--- src/rtl/pixel_capture.sv ---
// pixel_capture
//   Camera-side capture stage between the OV7670 parallel pixel bus and the
//   pixel frame BRAM. Runs entirely in the camera PCLK domain. After camera
//   init completes, frames each image on VSYNC/HREF, pairs RGB444 byte pairs
//   into 12-bit pixels and writes them at sequential frame-relative addresses,
//   saturating at the frame buffer capacity.
//
// Ports
//   i_clk        camera PCLK, rising edge
//   i_rst        asynchronous active-high reset
//   i_cam_done   camera register init complete (level)
//   i_vsync      camera VSYNC, high = vertical blanking
//   i_href       camera HREF, high = valid byte on i_pix_byte
//   i_pix_byte   camera data byte
//   o_pix_wr     BRAM write enable, one-cycle pulse per pixel
//   o_pix_addr   BRAM write address
//   o_pix_data   RGB444 pixel {R,G,B}
//   o_frame_done one-cycle pulse at end of a captured frame
//   o_ovf        sticky per frame: capacity exceeded or odd byte count on a line
module pixel_capture #(
    parameter int unsigned H_PIXELS = 640,
    parameter int unsigned V_LINES  = 480,
    parameter int unsigned ADDR_W   = 19
) (
    input  logic              i_clk,
    input  logic              i_rst,
    input  logic              i_cam_done,
    input  logic              i_vsync,
    input  logic              i_href,
    input  logic [7:0]        i_pix_byte,
    output logic              o_pix_wr,
    output logic [ADDR_W-1:0] o_pix_addr,
    output logic [11:0]       o_pix_data,
    output logic              o_frame_done,
    output logic              o_ovf
);

    localparam logic [ADDR_W-1:0] CAPACITY = ADDR_W'(H_PIXELS * V_LINES);

    typedef enum logic [1:0] {
        IDLE,
        WAIT_FRAME,
        CAPTURE
    } state_t;

    state_t            state_q;
    logic              vsync_q;
    logic              href_q;
    logic              phase_q;
    logic [3:0]        red_q;
    logic [ADDR_W-1:0] addr_q;
    logic              pix_wr_q;
    logic [ADDR_W-1:0] pix_addr_q;
    logic [11:0]       pix_data_q;
    logic              frame_done_q;
    logic              ovf_q;

    logic vsync_fall;
    logic vsync_rise;
    logic href_fall;

    assign vsync_fall = vsync_q & ~i_vsync;
    assign vsync_rise = ~vsync_q & i_vsync;
    assign href_fall  = href_q & ~i_href;

    always_ff @(posedge i_clk or posedge i_rst) begin
        if (i_rst) begin
            state_q      <= IDLE;
            vsync_q      <= 1'b0;
            href_q       <= 1'b0;
            phase_q      <= 1'b0;
            red_q        <= '0;
            addr_q       <= '0;
            pix_wr_q     <= 1'b0;
            pix_addr_q   <= '0;
            pix_data_q   <= '0;
            frame_done_q <= 1'b0;
            ovf_q        <= 1'b0;
        end else begin
            vsync_q      <= i_vsync;
            href_q       <= i_href;
            pix_wr_q     <= 1'b0;
            frame_done_q <= 1'b0;

            // Losing camera init overrides everything; a write registered on
            // the previous edge still drives its one-cycle pulse.
            if (!i_cam_done) begin
                state_q <= IDLE;
                phase_q <= 1'b0;
            end else begin
                unique case (state_q)
                    IDLE: begin
                        state_q <= WAIT_FRAME;
                    end
                    WAIT_FRAME: begin
                        if (vsync_fall) begin
                            state_q <= CAPTURE;
                            addr_q  <= '0;
                            phase_q <= 1'b0;
                            ovf_q   <= 1'b0;
                        end
                    end
                    CAPTURE: begin
                        if (i_href) begin
                            if (!phase_q) begin
                                red_q   <= i_pix_byte[3:0];
                                phase_q <= 1'b1;
                            end else begin
                                phase_q <= 1'b0;
                                if (addr_q < CAPACITY) begin
                                    pix_wr_q   <= 1'b1;
                                    pix_addr_q <= addr_q;
                                    pix_data_q <= {red_q, i_pix_byte};
                                    addr_q     <= addr_q + ADDR_W'(1);
                                end else begin
                                    ovf_q <= 1'b1;
                                end
                            end
                        end else if (href_fall) begin
                            // A dangling first byte at line end is discarded.
                            phase_q <= 1'b0;
                            if (phase_q) begin
                                ovf_q <= 1'b1;
                            end
                        end

                        // Evaluated independently so a second byte coinciding
                        // with the vsync rise is still written.
                        if (vsync_rise) begin
                            frame_done_q <= 1'b1;
                            state_q      <= WAIT_FRAME;
                        end
                    end
                    default: begin
                        state_q <= IDLE;
                    end
                endcase
            end
        end
    end

    assign o_pix_wr     = pix_wr_q;
    assign o_pix_addr   = pix_addr_q;
    assign o_pix_data   = pix_data_q;
    assign o_frame_done = frame_done_q;
    assign o_ovf        = ovf_q;

endmodule

--- config.mk ---
export PLATFORM = sky130hd
export DESIGN_NAME = pixel_capture
export DESIGN_NICKNAME = d
export VERILOG_FILES = /design/src/rtl/pixel_capture.sv
export SDC_FILE = /design/constraint.sdc
export NUM_CORES = 1
export LEC_CHECK = 0
export CORE_AREA = 2 2 85 87
export CTS_CLUSTER_DIAMETER = 150
export DETAILED_ROUTE_END_ITERATION = 10
export DIE_AREA = 0 0 87 89
export PLACE_DENSITY = 0.72
export SLEW_MARGIN = 20
export SYNTH_ARGS = -nofsm -noshare
export SYNTH_HDL_FRONTEND = slang
export SYNTH_SLANG_ARGS = --single-unit
--- constraint.sdc ---
create_clock -name i_clk -period 4.5 [get_ports i_clk]
set_clock_uncertainty 0.2 [all_clocks]
set_input_delay 0.45 -clock i_clk [delete_from_list [all_inputs] [get_ports i_clk]]
set_output_delay 0.45 -clock i_clk [all_outputs]
set_load 0.005 [all_outputs]
==> results.py <==
metrics = {
    "clock_tree": {
        "cts_tree": "built",
        "clock_slew_at_the_register_clock_pins_of_the_worst_setup_and_hold_paths_ps": 70,
        "htreeDepth": 3,
        "clock_tree_buffer_depth": 2,
        "clockRootBuffer": "clkbuf_8",
        "clock_latency_late_sink_ps": 350,
        "ctsResizeCount": 0,
        "cts_setup_buffers": 0,
        "clkSinkCount": 62,
        "numCtsBuffers": 9,
        "hold_buffers": 0,
    },
    "grt": {
        "grt_pass1_vias": 2223,
        "antenna_found_initial": 0,
        "groute.usage.overall_pct": 16.6,
        "grt_start_max_net_pins": 45,
        "grt_pass1_wl_um": 9960,
        "grt_overflow_total": 0,
    },
    "route": {
        "drt_pass1_iterations": 4,
        "vias_post_dr": 2169,
        "drt-initial-drc-count": 118,
        "route.detailed.vias_per_inst": 5.14,
        "postRouteAntennaNets": 0,
        "route.final.wire_length_um": 5690,
        "remaining_drc_errors": 0,
        "post_drt_wl_per_cell_um": 13.5,
    },
    "logic_synthesis": {
        "async_reset_ff_share_pct": 100,
        "number_of_flops_mapped_to_enable_cells_by_yosys": 0,
        "synthTopCellsByArea": "dfrtp_1, nand2_1, o21ai_1",
        "synth.cell_area_um2": 2680,
        "yosys.area.top_type_share_pct": 57.9,
        "synth_seq_area_share_pct": 57.9,
        "synthDistinctLibCells": 36,
        "yosysWarnings": 0,
        "yosys-top-cells-count": "nand2_1, dfrtp_1, o21ai_1, nor2_1, a21oi_1",
        "synthMostInstantiatedCell": "nand2_1",
        "synth_fp_nets": 305,
        "yosys.area.top_type": "dfrtp_1",
        "syn-instance-count": 291,
        "synth_seq_cells": 62,
        "dominantRegCellSynth": "dfrtp_1",
        "syn_avg_cell_area_um2": 9.20,
    },
    "floorplanning": {
        "num_rows": 30,
        "dieArea_um2": 7740,
        "core_area_um2": 6720,
        "die_width_um": 87,
        "boundaryPins": 47,
        "die_y_um": 89,
        "initial_core_util_pct": 39.9,
    },
    "critical_path": {
        "critical_path_peak_fanout": 44,
        "crit_path_max_incr_delay_ps": 600,
        "required_time_at_the_worst_slack_endpoint_ps": 4580,
        "worstPathCellList": "clkdlybuf4s50_1, and4b_1, o2111ai_4, buf_4, inv_2, a21oi_2, o21ai_0, o21ai_1",
        "critical_register_to_register_path_endpoint": "addr_q[13]$_DFFE_PP0P_",
        "data_arrival_at_the_endpoint_of_the_critical_path_ps": 3080,
        "cp_top_family": "buffers and inverters",
        "critPathLaunchType": "primary input",
        "critical_path.endpoint_type": "flip-flop",
        "worst_r2r_path_depth": 7,
        "critical_path.n_buffers_inverters": 3,
        "worstSetupPathType": "in -> reg",
        "cp_slowest_cell": "a21oi_2",
        "worstReg2RegStart": "addr_q[12]$_DFFE_PP0P_",
        "reg2reg_setup_slack_ps": 1660,
    },
    "power_and_ir_drop": {
        "power_density_nw_per_um2": 340,
        "vdd_ir_drop_max_mv": 0.211,
        "leakagePower_nw": 1.62,
    },
    "placed_design": {
        "place.detailed.hpwl_um": 3730,
        "finalWeightedCongestion": 0.840,
        "port_buffers": 46,
    },
    "layout": {
        "final_core_density_pct": 50.9,
        "fin_nets": 351,
        "antenna-diode-count": 0,
        "seqCellArea_um2": 1550,
        "fillers": 600,
        "multi_input_comb_area_um2": 1040,
        "post_route_cells_drive_above_1_share_pct": 8.77,
        "syn2layout_area_growth_pct": 27.6,
    },
    "sta": {
        "timing.final.hold_violations": 0,
        "tmin_final_ps": 3000,
        "report.final.setup_viol": 0,
        "post-route-period-util_pct": 66.7,
        "totalNegativeSetupSlack_ps": 0,
        "tightestPinTransition_ps": 743,
        "timing.hold.ws_ps": 271,
        "clock.fmax_ghz": 0.333,
        "slew_violations": 0,
        "grt_setup_unrepaired": "no",
        "timing.max_slew.rel_slack_pct": 50.4,
    },
    "status": {
        "status": "complete, no violations",
    },
    "worst_hold_path": {
        "min_path_type": "reg -> reg",
        "holdCritStartpoint": "red_q[3]$_DFFE_PP0P_",
        "number_of_cells_on_the_worst_hold_path": 2,
        "worst_hold_path.endpoint": "o_pix_data[11]$_DFFE_PP0P_",
    },
    "run": {
        "maxCapViolCount": 0,
    },
}
[sequential cells by signal, summed over array words and instances (netlist names)]
signal        count
o_pix_data       12
vsync_q           1
o_pix_wr          1
state_q           2
addr_q           19
red_q             4
o_ovf             1
o_pix_addr       19
phase_q           1
href_q            1
o_frame_done      1
[cells by family (layout without fill, tap and decap cells)]
| logic type | after synthesis | after routing | synth area share [%] |
|---|---|---|---|
| compound gates | 51 | 51 | 11.0 |
| fa+ha+maj | 1 | 1 | 0.467 |
| buf+inv | 19 | 70 | 3.46 |
| flops | 62 | 62 | 57.9 |
| mux | 4 | 4 | 1.68 |
| simple gates | 154 | 154 | 25.4 |
[cells in the final DEF, fill, tap and decap left out, types with 2 or more instances in the layout]
cell	n
inv_2	2
nand2b_1	2
a31oi_1	8
and4_1	2
or3_1	2
mux2_2	4
nor2_1	15
o21ai_0	8
clkbuf_8	9
nor3_1	2
nand2_1	106
nand4_1	8
inv_1	4
nand3_1	7
a21oi_1	9
buf_4	2
clkinv_4	3
clkdlybuf4s50_1	46
o21a_1	3
bufinv_16	2
o21ai_1	18
dfrtp_1	62
[worst max-delay path by stage]
stage | from | endpoint | depth (start not counted)
floorplan | i_rst | addr_q[0]$_DFFE_PP0P_ | 1
global placement | i_cam_done | addr_q[12]$_DFFE_PP0P_ | 8
detailed placement | i_cam_done | addr_q[13]$_DFFE_PP0P_ | 8
CTS | i_cam_done | addr_q[12]$_DFFE_PP0P_ | 8
global route | i_cam_done | addr_q[17]$_DFFE_PP0P_ | 8
finish | i_cam_done | addr_q[13]$_DFFE_PP0P_ | 8
[where the power goes]
group	internal, mW	switching, mW	total [mW]	leakage [nW]
registers	0.568	0.00780	0.576	0.856
clock network	0.313	0.227	0.540	0.109
logic	0.0213	0.0255	0.0468	0.654
total	0.903	0.261	1.16	1.62
[final cells by class]
type,count,area share (%)
clock buffer,9,3.63
clock inverter,7,2.89
tap,80,2.93
inverter,6,0.659
timing repair buffer,48,13.9
sequential,62,45.4
multi-input combinational,210,30.6
[per-layer routing]
metal  track usage, %  wire length [µm]
met1             20.0              2550
met2             26.6              2770
met3             6.65               304
met4             6.68                72
met5                0                 0
[worst min-delay path, cell delays in order (launching register included)]
cell and delay [ps]:
dfrtp_1 340, nand2_1 50, nand2_1 50
[stage by stage]
step                      cell area [µm²]  worst slack [ps]  total power, mW  instances
after global placement               3190              1220            0.633        406
after floorplan                      2680              2310            0.611        291
after detailed placement             3190              1130            0.634        406
after CTS                            3420              1510             1.18        422
final                                3420              1500             1.16        422
after global routing                 3420              1220             1.21        422
(Power assumes the default switching activity.)
